===== src/rtl/rti_return_handler_pkg.sv =====
// Shared control definitions for the RTI return handler: state encoding,
// injected opcodes and per-state decode helpers.
package rti_return_handler_pkg;

  localparam int FLAG_W       = 3;
  localparam int PC_W         = 32;
  localparam int INSTR_W      = 16;
  localparam int WAIT_MAX_DEF = 8;

  localparam logic [INSTR_W-1:0] POP_FLAGS_INSTR = 16'hF600;
  localparam logic [INSTR_W-1:0] POP_PC_INSTR    = 16'hF680;
  localparam logic [INSTR_W-1:0] BUBBLE_INSTR    = 16'h07F8;

  typedef enum logic [2:0] {
    S_IDLE      = 3'd0,
    S_DEFER     = 3'd1,
    S_INJ_FLAGS = 3'd2,
    S_INJ_PC    = 3'd3,
    S_WAIT      = 3'd4,
    S_REDIRECT  = 3'd5
  } rti_state_e;

  // Opcode presented to decode while the sequencer owns the injection slot.
  function automatic logic [INSTR_W-1:0] injected_instr(input rti_state_e s);
    logic [INSTR_W-1:0] instr;
    instr = '0;
    case (s)
      S_INJ_FLAGS: instr = POP_FLAGS_INSTR;
      S_INJ_PC:    instr = POP_PC_INSTR;
      S_WAIT:      instr = BUBBLE_INSTR;
      default:     instr = '0;
    endcase
    return instr;
  endfunction

  function automatic logic stalls_fetch(input rti_state_e s);
    return (s == S_DEFER) || (s == S_INJ_FLAGS) || (s == S_INJ_PC) || (s == S_WAIT);
  endfunction

  function automatic logic overrides_decode(input rti_state_e s);
    return (s == S_INJ_FLAGS) || (s == S_INJ_PC) || (s == S_WAIT);
  endfunction

endpackage


===== src/rtl/rti_return_handler_if.sv =====
// Pipeline-side bundle between fetch/decode/memory and the RTI return handler.
interface rti_return_handler_if;
  import rti_return_handler_pkg::*;

  logic               rtiDetected;
  logic               interruptBusy;
  logic               memPopValid;
  logic [PC_W-1:0]    memPopData;

  logic               rtiStallFetch;
  logic               rtiRaisedInstruction;
  logic [INSTR_W-1:0] rtiInstruction;
  logic               rtiRaisedPC;
  logic [PC_W-1:0]    rtiPC;
  logic               rtiRestoreFlags;
  logic [FLAG_W-1:0]  rtiFlags;
  logic               rtiError;

  // Pipeline side: raises RTI, reports pops, consumes redirect/injection.
  modport master (
    output rtiDetected, interruptBusy, memPopValid, memPopData,
    input  rtiStallFetch, rtiRaisedInstruction, rtiInstruction,
           rtiRaisedPC, rtiPC, rtiRestoreFlags, rtiFlags, rtiError
  );

  // Handler side.
  modport slave (
    input  rtiDetected, interruptBusy, memPopValid, memPopData,
    output rtiStallFetch, rtiRaisedInstruction, rtiInstruction,
           rtiRaisedPC, rtiPC, rtiRestoreFlags, rtiFlags, rtiError
  );

endinterface


===== src/rtl/rti_return_handler.sv =====
// RTI return sequencer: stalls fetch, injects flag/PC stack pops, collects the
// popped words and issues a one-cycle fetch redirect plus CCR restore.
module rti_return_handler
  import rti_return_handler_pkg::*;
#(
  parameter int WAIT_MAX = WAIT_MAX_DEF
) (
  input  logic                    clk,
  input  logic                    rst,
  rti_return_handler_if.slave     bus
);

  localparam int WC_W = $clog2(WAIT_MAX + 1);

  rti_state_e         state_q, state_d;
  logic [1:0]         pop_cnt_q, pop_cnt_d;
  logic [WC_W-1:0]    wait_cnt_q, wait_cnt_d;
  logic [FLAG_W-1:0]  flags_q, flags_d;
  logic [PC_W-1:0]    pc_q, pc_d;
  logic               error_q, error_d;
  logic               stall_q, stall_d;
  logic               raised_q, raised_d;
  logic [INSTR_W-1:0] instr_q, instr_d;
  logic               raised_pc_q, raised_pc_d;
  logic               restore_q, restore_d;
  logic               pop_accept;

  // Pops are only meaningful once the flag pop has been issued to decode.
  assign pop_accept = bus.memPopValid && (pop_cnt_q != 2'd2) &&
                      ((state_q == S_INJ_PC) || (state_q == S_WAIT));

  always_comb begin
    state_d    = state_q;
    pop_cnt_d  = pop_cnt_q;
    wait_cnt_d = wait_cnt_q;
    flags_d    = flags_q;
    pc_d       = pc_q;
    error_d    = error_q;

    if (pop_accept) begin
      if (pop_cnt_q == 2'd0) begin
        flags_d   = bus.memPopData[FLAG_W-1:0];
        pop_cnt_d = 2'd1;
      end else begin
        pc_d      = bus.memPopData;
        pop_cnt_d = 2'd2;
      end
    end

    case (state_q)
      S_IDLE: begin
        if (bus.rtiDetected) begin
          state_d = bus.interruptBusy ? S_DEFER : S_INJ_FLAGS;
        end
      end
      S_DEFER: begin
        if (!bus.interruptBusy) state_d = S_INJ_FLAGS;
      end
      S_INJ_FLAGS: state_d = S_INJ_PC;
      S_INJ_PC:    state_d = S_WAIT;
      S_WAIT: begin
        wait_cnt_d = wait_cnt_q + 1'b1;
        // A completing pop on the watchdog's last cycle still wins.
        if (pop_cnt_d == 2'd2) begin
          state_d = S_REDIRECT;
        end else if (wait_cnt_d == WC_W'(WAIT_MAX)) begin
          state_d    = S_IDLE;
          error_d    = 1'b1;
          pop_cnt_d  = 2'd0;
          wait_cnt_d = '0;
        end
      end
      S_REDIRECT: begin
        state_d    = S_IDLE;
        pop_cnt_d  = 2'd0;
        wait_cnt_d = '0;
      end
      default: begin
        state_d    = S_IDLE;
        pop_cnt_d  = 2'd0;
        wait_cnt_d = '0;
      end
    endcase
  end

  // Outputs are decoded from the next state so they register on the same edge.
  always_comb begin
    stall_d     = stalls_fetch(state_d);
    raised_d    = overrides_decode(state_d);
    instr_d     = injected_instr(state_d);
    raised_pc_d = (state_d == S_REDIRECT);
    restore_d   = (state_d == S_REDIRECT);
  end

  always_ff @(posedge clk or posedge rst) begin
    if (rst) begin
      state_q     <= S_IDLE;
      pop_cnt_q   <= 2'd0;
      wait_cnt_q  <= '0;
      flags_q     <= '0;
      pc_q        <= '0;
      error_q     <= 1'b0;
      stall_q     <= 1'b0;
      raised_q    <= 1'b0;
      instr_q     <= '0;
      raised_pc_q <= 1'b0;
      restore_q   <= 1'b0;
    end else begin
      state_q     <= state_d;
      pop_cnt_q   <= pop_cnt_d;
      wait_cnt_q  <= wait_cnt_d;
      flags_q     <= flags_d;
      pc_q        <= pc_d;
      error_q     <= error_d;
      stall_q     <= stall_d;
      raised_q    <= raised_d;
      instr_q     <= instr_d;
      raised_pc_q <= raised_pc_d;
      restore_q   <= restore_d;
    end
  end

  assign bus.rtiStallFetch        = stall_q;
  assign bus.rtiRaisedInstruction = raised_q;
  assign bus.rtiInstruction       = instr_q;
  assign bus.rtiRaisedPC          = raised_pc_q;
  assign bus.rtiPC                = pc_q;
  assign bus.rtiRestoreFlags      = restore_q;
  assign bus.rtiFlags             = flags_q;
  assign bus.rtiError             = error_q;

endmodule

===== src/flat_wrapper.sv =====
// flat-port wrapper written by rule: the top's interface ports become plain ports
module rti_return_handler_flat import rti_return_handler_pkg::*;
#(
  parameter int WAIT_MAX = WAIT_MAX_DEF
)
  (clk, rst, bus_rtiDetected, bus_interruptBusy, bus_memPopValid, bus_memPopData, bus_rtiStallFetch, bus_rtiRaisedInstruction, bus_rtiInstruction, bus_rtiRaisedPC, bus_rtiPC, bus_rtiRestoreFlags, bus_rtiFlags, bus_rtiError);
  rti_return_handler_if bus_i ();
  input  logic clk;
  input  logic rst;
  input wire logic [$bits(bus_i.rtiDetected)-1:0] bus_rtiDetected;
  input wire logic [$bits(bus_i.interruptBusy)-1:0] bus_interruptBusy;
  input wire logic [$bits(bus_i.memPopValid)-1:0] bus_memPopValid;
  input wire logic [$bits(bus_i.memPopData)-1:0] bus_memPopData;
  output wire logic [$bits(bus_i.rtiStallFetch)-1:0] bus_rtiStallFetch;
  output wire logic [$bits(bus_i.rtiRaisedInstruction)-1:0] bus_rtiRaisedInstruction;
  output wire logic [$bits(bus_i.rtiInstruction)-1:0] bus_rtiInstruction;
  output wire logic [$bits(bus_i.rtiRaisedPC)-1:0] bus_rtiRaisedPC;
  output wire logic [$bits(bus_i.rtiPC)-1:0] bus_rtiPC;
  output wire logic [$bits(bus_i.rtiRestoreFlags)-1:0] bus_rtiRestoreFlags;
  output wire logic [$bits(bus_i.rtiFlags)-1:0] bus_rtiFlags;
  output wire logic [$bits(bus_i.rtiError)-1:0] bus_rtiError;
  assign bus_i.rtiDetected = bus_rtiDetected;
  assign bus_i.interruptBusy = bus_interruptBusy;
  assign bus_i.memPopValid = bus_memPopValid;
  assign bus_i.memPopData = bus_memPopData;
  assign bus_rtiStallFetch = bus_i.rtiStallFetch;
  assign bus_rtiRaisedInstruction = bus_i.rtiRaisedInstruction;
  assign bus_rtiInstruction = bus_i.rtiInstruction;
  assign bus_rtiRaisedPC = bus_i.rtiRaisedPC;
  assign bus_rtiPC = bus_i.rtiPC;
  assign bus_rtiRestoreFlags = bus_i.rtiRestoreFlags;
  assign bus_rtiFlags = bus_i.rtiFlags;
  assign bus_rtiError = bus_i.rtiError;
  rti_return_handler #(.WAIT_MAX(WAIT_MAX)) u_core (.clk(clk), .rst(rst), .bus(bus_i));
endmodule

===== config.mk =====
export PLATFORM = sky130hd
export DESIGN_NAME = rti_return_handler_flat
export DESIGN_NICKNAME = d
export VERILOG_FILES = /design/src/rtl/rti_return_handler_pkg.sv /design/src/rtl/rti_return_handler_if.sv /design/src/rtl/rti_return_handler.sv /design/src/flat_wrapper.sv
export SDC_FILE = /design/constraint.sdc
export NUM_CORES = 1
export LEC_CHECK = 0
export ABC_CLOCK_PERIOD_IN_PS = 2520
export CORE_MARGIN = 3
export CORE_UTILIZATION = 62
export CTS_CLUSTER_SIZE = 30
export DETAILED_ROUTE_END_ITERATION = 8
export DONT_BUFFER_PORTS = 1
export PLACE_DENSITY = 0.84
export REMOVE_ABC_BUFFERS = 1
export SYNTH_ARGS = -nofsm -noshare
export SYNTH_HDL_FRONTEND = slang
export SYNTH_SLANG_ARGS = --single-unit

===== constraint.sdc =====
create_clock -name clk -period 2.52 [get_ports clk]
set_clock_uncertainty 0.2 [all_clocks]
set_input_delay 0.252 -clock clk [delete_from_list [all_inputs] [get_ports clk]]
set_output_delay 0.252 -clock clk [all_outputs]
set_load 0.005 [all_outputs]

==> results of run 1 <==
[routing by layer]
metal	track usage	up-vias
li1	-	634
met2	0.364	65
met3	0.0578	8
met4	0.0829	0
met1	0.248	668
met5	0	-
[stage by stage]
step / total power [µW] / worst slack (ns) / instances
final: 2580 / 0.272 / 249
after global routing: 2760 / 0.113 / 249
after CTS: 2590 / 0.296 / 249
after global placement: 2110 / 0.389 / 205
after floorplan: 1970 / 0.133 / 158
after detailed placement: 2190 / 0.304 / 205
[how the worst min path moves through the flow]
stage / end / slack, ns / depth (start not counted)
floorplan: u_core.bus.rtiFlags[0] / 0.20 / 1
global placement: u_core.bus.rtiFlags[2] / 0.20 / 1
detailed placement: u_core.bus.rtiFlags[1] / 0.21 / 1
CTS: u_core.bus.rtiInstruction[14] / 0.03 / 3
global route: u_core.bus.rtiInstruction[14] / 0.05 / 3
finish: u_core.state_q[0] / 0.04 / 3
[area by class of cell]
cell class	count	area, µm²	share of cell area
clock inverter	3	21.3	0.00822
inverter	7	26.3	0.0101
sequential	52	1300	0.503
tap	46	57.6	0.0222
multi-input combinational	99	764	0.295
timing repair buffer	37	380	0.147
clock buffer	5	37.5	0.0145
[cells by family after synthesis]
logic type,Yosys count,synth area share
buffers and inverters,26,0.0765
adder cells (fa/ha/maj),2,0.0112
AO/OA/AOI/OAI,24,0.0748
AND/OR/NAND/NOR,33,0.0692
multiplexers,36,0.182
flip-flops,52,0.585
other,1,0.00169
[placed cells by master (no fill, tap or decap), types with 2 or more instances in the layout]
cell type,instances
mux2_2,35
inv_1,6
dfrtp_1,52
clkbuf_4,5
a21oi_1,5
nor3_1,2
ha_1,2
nand3_1,4
dlygate4sd3_1,36
conb_1,4
nor2_1,9
o21ai_0,8
or2_2,2
nand2_1,11
[sequential cells by signal, indices dropped and copies added (netlist names)]
name	flops
u_core.state_q	3
u_core.bus.rtiFlags	3
u_core.bus.rtiError	1
u_core.pop_cnt_q	2
u_core.bus.rtiStallFetch	1
u_core.bus.rtiInstruction	4
u_core.bus.rtiPC	32
u_core.bus.rtiRaisedInstruction	1
u_core.bus.rtiRaisedPC	1
u_core.wait_cnt_q	4
[critical path, delay by kind of cell, from the launching register on]
family / cells / cell delay (ns)
simple gates: 3 / 0.74
flops: 1 / 0.62
buf+inv: 1 / 0.23
compound gates: 2 / 0.31
[power by group]
| group | total (µW) | switching [µW] | internal [µW] |
|---|---|---|---|
| clock | 374 | 263 | 111 |
| sequential | 1540 | 344 | 1200 |
| combinational | 666 | 289 | 377 |
==> key figures, run 1 <==
STA
  – Final Cycle Share: 0.892
  – Max Fclk: 445 MHz
  – Rel. slew slack: 0.341
  – Total negative slack: 0 ns
  – Pins over their slew limit: 0
  – Unrepaired setup endpoints after global routing: no
  – Hold Fails Final Rpt: 0
  – Setup violators final: 0
  – Hold_ws: 0.0391 ns
  – Worst-Margin Slew: 0.987 ns
  – Tmin final: 2.25 ns

Synthesis
  – Largest area contributor in the netlist: dfrtp_1
  – Most common cell in the netlist: dfrtp_1
  – Average cell area after synthesis: 12.8 µm²
  – Yosys Warn Count: 0
  – Async SR Flop Fraction: 1.00
  – Yosys reg bits: 52
  – Seq/Total Area, Yosys: 0.585
  – Unique masters post-synth: 33
  – Mapped Area: 2220 µm²
  – Synth top cells by count: 52 x dfrtp_1, 35 x mux2_2, 13 x buf_4
  – Most common flop cell mapped by yosys: dfrtp_1
  – Mapped Cells: 174
  – Largest cells by area after synthesis: dfrtp_1 58%, mux2_2 18%, buf_4 4.4%
  – Yosys top cell area share: 0.585
  – Post-synth EDFFs: 0

Setup path
  – Reg2Reg Launch Point: u_core.state_q[2]
  – CP Capture Point: u_core.bus.rtiInstruction[7]
  – Critical path startpoint category: flop
  – Cells along the critical path: or3b_1, a21oi_4, buf_12, nor3_1, nand2_1, o21ai_0
  – Reg-to-reg endpoint: u_core.bus.rtiInstruction[7]
  – R2r worst-path depth: 6
  – Worst path max stage delay: 0.62 ns
  – Critical Path AT: 2.29 ns
  – Setup CP Type: reg -> reg
  – R2R Setup Slk: 0.27 ns
  – Worst EP required: 2.56 ns
  – CP Capture Type: flop
  – CP startpoint: u_core.state_q[2]
  – Crit-path slowest cell: dfrtp_1
  – CP max FO: 36

Layout
  – Final core occ: 0.764
  – Share of layout cells above drive strength 1: 0.241
  – Ant. Diodes: 0
  – Filler Cell Count: 208
  – Fin area: 2590 µm²
  – Area grow syn2layout: 16.4%
  – Final nets: 241

Global routing
  – First-pass GRT wire length: 6.73 mm
  – Initial antenna violation count: 0
  – Largest net degree at the start of global routing: 53
  – Vias in the first global route: 1405
  – GRT Util Overall: 0.211
  – Gr ovfl total: 0

Route
  – Initial drt markers: 67
  – Routed metal-1 wire length: 1.76 mm
  – Vias: 1375
  – Met2 Routed Length: 2.32 mm
  – Routed Wire Length: 4.50 mm
  – Post-DRT Antenna Nets: 0
  – Met3 WL post-DR: 351 µm
  – Max Used Layer: met4
  – DRT Pass-1 Iters: 4
  – Wire per inst: 18.1 µm
  – DRC viols: 0
  – Via-per-instance ratio: 5.52

Clock tree
  – Setup Fix Bufs, Post-CTS: 0
  – CTS resizes: 0
  – Clock Path Buffers: 2
  – Worst skew pair latency: 0.38 ns
  – Clock root buffer master: clkbuf_4
  – Hold-fix buffers, CTS: 36
  – CTS tree: done
  – Inserted Clock Buffers: 5
  – Sink Count: 52
  – H-tree depth: 2
  – Clk pin slew, worst setup/hold paths: 0.14 ns

Placed design
  – Post-detail-place hpwl: 2.94 mm
  – Input/output buffers: 0
  – Final GP Congestion: 0.837
  – Post-DP Area: 2170 µm²

Power and ir drop
  – Pwr/cell area: 997 nW/µm²
  – Leak pwr: 0.00117 µW
  – Peak VDD IR: 0.000677 V

Floorplan
  – I/O Pins: 93
  – Die area: 4340 µm²
  – Core area: 3390 µm²
  – Core Rows: 21
  – Starting density of the core: 0.656
  – Die Y: 65.9 µm
  – Die X: 65.9 µm

Min path
  – Start point of the worst hold path: bus_memPopValid
  – Worst Hold Class: in -> reg

Flow run
  – Max Cap Viol: 0

Status
  – Status: completed
Note: power is estimated with default switching activity, not from simulation.
==> inputs of run 2 (changes only) <==
--- a/config.mk
+++ b/config.mk
@@ -11,7 +11,7 @@
 export CTS_CLUSTER_SIZE = 30
 export DETAILED_ROUTE_END_ITERATION = 8
 export DONT_BUFFER_PORTS = 1
-export PLACE_DENSITY = 0.84
+export PLACE_DENSITY = 0.83
 export REMOVE_ABC_BUFFERS = 1
 export SYNTH_ARGS = -nofsm -noshare
 export SYNTH_HDL_FRONTEND = slang
==> run 2 against run 1 <==
  * Die area is the same
  * Register-to-register slack about the same
  * Wire length is 14% higher
  * Combinational power increased by 5.9%
  * Critical path depth did not move
  * Clock power is 54% higher
  * Largest cell class unchanged
  * Count of clock-buffer cells in the layout is the same
  * Largest power group unchanged
  * Non-clock buffer count is 2 higher
  * Worst hold slack got worse by 0.0028 ns
  * Total power up 9.7%
==> key figures, run 2 (same netlist as run 1, synthesis figures left out) <==
Status
  – Status: completed

Route
  – Via-per-instance ratio: 5.82 (+5.3%)
  – Vias: 1460 (+6.2%)
  – Initial drt markers: 135 (+100%)
  – Post-DRT Antenna Nets: 0 (unchanged)
  – DRT Pass-1 Iters: 4 (unchanged)
  – Wire per inst: 20.4 µm (+13%)
  – DRC viols: 0 (unchanged)
  – Routed Wire Length: 5.11 mm (+14%)

STA
  – Final Cycle Share: 0.888 (-0.00441)
  – Rel. slew slack: 0.328 (-0.0130)
  – Pins over their slew limit: 0 (unchanged)
  – Setup violators final: 0 (unchanged)
  – Unrepaired setup endpoints after global routing: no
  – Hold_ws: 0.0363 ns (-0.00276 ns)
  – Max Fclk: 447 MHz (+0.50%)
  – Total negative slack: 0 ns (unchanged)
  – Tmin final: 2.24 ns (-0.0111 ns)
  – Worst-Margin Slew: 1.01 ns (+0.0195 ns)
  – Hold Fails Final Rpt: 0 (unchanged)

Setup path
  – Worst path max stage delay: 0.51 ns (-0.11 ns)
  – Family with the most delay on the worst path: simple AND/OR/NAND/NOR gates
  – WP buf/inv: 1 (unchanged)
  – Crit-path slowest cell: or3b_1
  – Setup CP Type: reg -> reg
  – Worst EP required: 2.58 ns (+0.02 ns)
  – Critical Path AT: 2.30 ns (about the same)
  – CP max FO: 28 (-22%)
  – CP startpoint: u_core.state_q[2]
  – Path length in cells of the critical path: 6 (unchanged)
  – Reg2Reg Launch Point: u_core.state_q[2]
  – CP Capture Point: u_core.bus.rtiInstruction[7]
  – Critical path startpoint category: flop
  – CP Capture Type: flop
  – Reg-to-reg endpoint: u_core.bus.rtiInstruction[7]
  – Cells along the critical path: or3b_1, a21oi_4, buf_4, nor3_1, nand2_1, o21ai_0
  – R2R Setup Slk: 0.28 ns (about the same)
  – R2r worst-path depth: 6 (unchanged)

Layout
  – Area grow syn2layout: 18.6%
  – Share of layout cells above drive strength 1: 0.249 (+0.00740)
  – Ant. Diodes: 0 (unchanged)
  – Final nets: 243 (+0.83%)
  – Fin area: 2640 µm² (+1.9%)
  – Final core occ: 0.779 (+0.0148)
  – Commonest non-fill, non-tap cell in the layout: dfrtp_1
  – Largest register FFs: 32 (unchanged)
  – Most frequent cells in the layout: 52 x dfrtp_1, 36 x dlygate4sd3_1, 35 x mux2_2

Floorplan
  – Die area: 4340 µm² (unchanged)
  – Core Rows: 21 (unchanged)
  – Die X: 65.9 µm (unchanged)
  – Starting density of the core: 0.656 (unchanged)
  – Core area: 3390 µm² (unchanged)
  – Die Y: 65.9 µm (unchanged)
  – I/O Pins: 93 (unchanged)

Clock tree
  – Inserted Clock Buffers: 5 (unchanged)
  – CTS tree: done
  – Worst skew pair latency: 0.37 ns (about the same)
  – Setup Fix Bufs, Post-CTS: 0 (unchanged)
  – Clk pin slew, worst setup/hold paths: 0.15 ns (about the same)
  – Clock Path Buffers: 2 (unchanged)
  – Sink Count: 52 (unchanged)
  – H-tree depth: 2 (unchanged)
  – Clock root buffer master: clkbuf_4

Flow run
  – Max Cap Viol: 0 (unchanged)

Power and ir drop
  – Leak pwr: 0.00120 µW (+2.7%)
  – Pwr/cell area: 1070 nW/µm² (+7.6%)
  – Peak VDD IR: 0.000647 V (-4.4%)

Min path
  – Worst Hold Class: in -> reg
  – Hold depth: 3 (unchanged)

Global routing
  – M3 GR Usage: 0.0680 (+0.0102)
  – Gr ovfl total: 0 (unchanged)
  – GRT Util Overall: 0.255 (+0.0437)
  – GRT met2 Usage: 0.463 (+0.0989)
  – Initial antenna violation count: 0 (unchanged)
  – Vias in the first global route: 1584 (+13%)
  – Top Usage Layer GRT: met2
  – M1 GR Usage: 0.283 (+0.0343)
  – First-pass GRT wire length: 8.07 mm (+20%)
  – Largest net degree at the start of global routing: 53 (unchanged)

Placed design
  – Post-DP Area: 2170 µm² (+0.12%)
  – Post-detail-place hpwl: 3.14 mm (+6.6%)
  – Final GP Congestion: 0.852 (+1.8%)
  – Input/output buffers: 0 (unchanged)
==> run 2: cell count changes in the layout (fill, tap and decap cells not counted) <==
cell and change:
bufinv_16 +2, clkinvlp_4 -1, clkinv_2 -1, buf_12 -1, buf_4 +3
==> run 2: tightest hold or removal path, delay by kind of cell <==
family | cells | cell delay, ns
AO/OA/AOI/OAI | 1 | 0.16
buffers and inverters | 1 | 0.09
AND/OR/NAND/NOR | 1 | 0.08
==> run 2: where the power goes <==
group	switching, µW	internal, µW
registers	355	1200
clock network	264	312
logic	322	382
==> run 2: timing repair <==
item / CTS / global route
setup endpoints to repair: 0 / 0
gates resized for setup: 0 / 0
endpoints found under the hold margin: 91 / 0
hold buffers: 36 / 0
==> run 2: worst min-delay path by stage <==
stage	slack (ns)	start	endpoint
final	0.04	bus_interruptBusy	u_core.bus.rtiInstruction[14]
after global routing	0.02	bus_interruptBusy	u_core.bus.rtiInstruction[14]
after CTS	0.005	bus_interruptBusy	u_core.bus.rtiInstruction[14]
after detailed placement	0.21	bus_memPopData[5]	u_core.bus.rtiPC[5]
after global placement	0.20	bus_memPopData[2]	u_core.bus.rtiFlags[2]
after floorplan	0.20	bus_memPopData[0]	u_core.bus.rtiFlags[0]
==> run 2: layout make-up <==
type	count	area (µm²)
inverter	7	26.3
tap	46	57.6
clock inverter	3	68.8
sequential	52	1300
clock buffer	5	37.5
multi-input combinational	99	764
timing repair buffer	39	383
fill	199	751
==> run 2: stage by stage <==
| step | worst slack, ns | total power, µW | cells |
|---|---|---|---|
| after detailed placement | 0.296 | 2200 | 207 |
| final | 0.283 | 2830 | 251 |
| after CTS | 0.305 | 2820 | 251 |
| after floorplan | 0.133 | 1970 | 158 |
| after global routing | 0.104 | 3010 | 251 |
| after global placement | 0.415 | 2120 | 207 |
==> run 2: layer usage <==
layer | vias up | wire length (µm)
met5 | - | 0
met4 | 0 | 112
met3 | 10 | 486
met2 | 94 | 2770
met1 | 716 | 1740
li1 | 640 | -
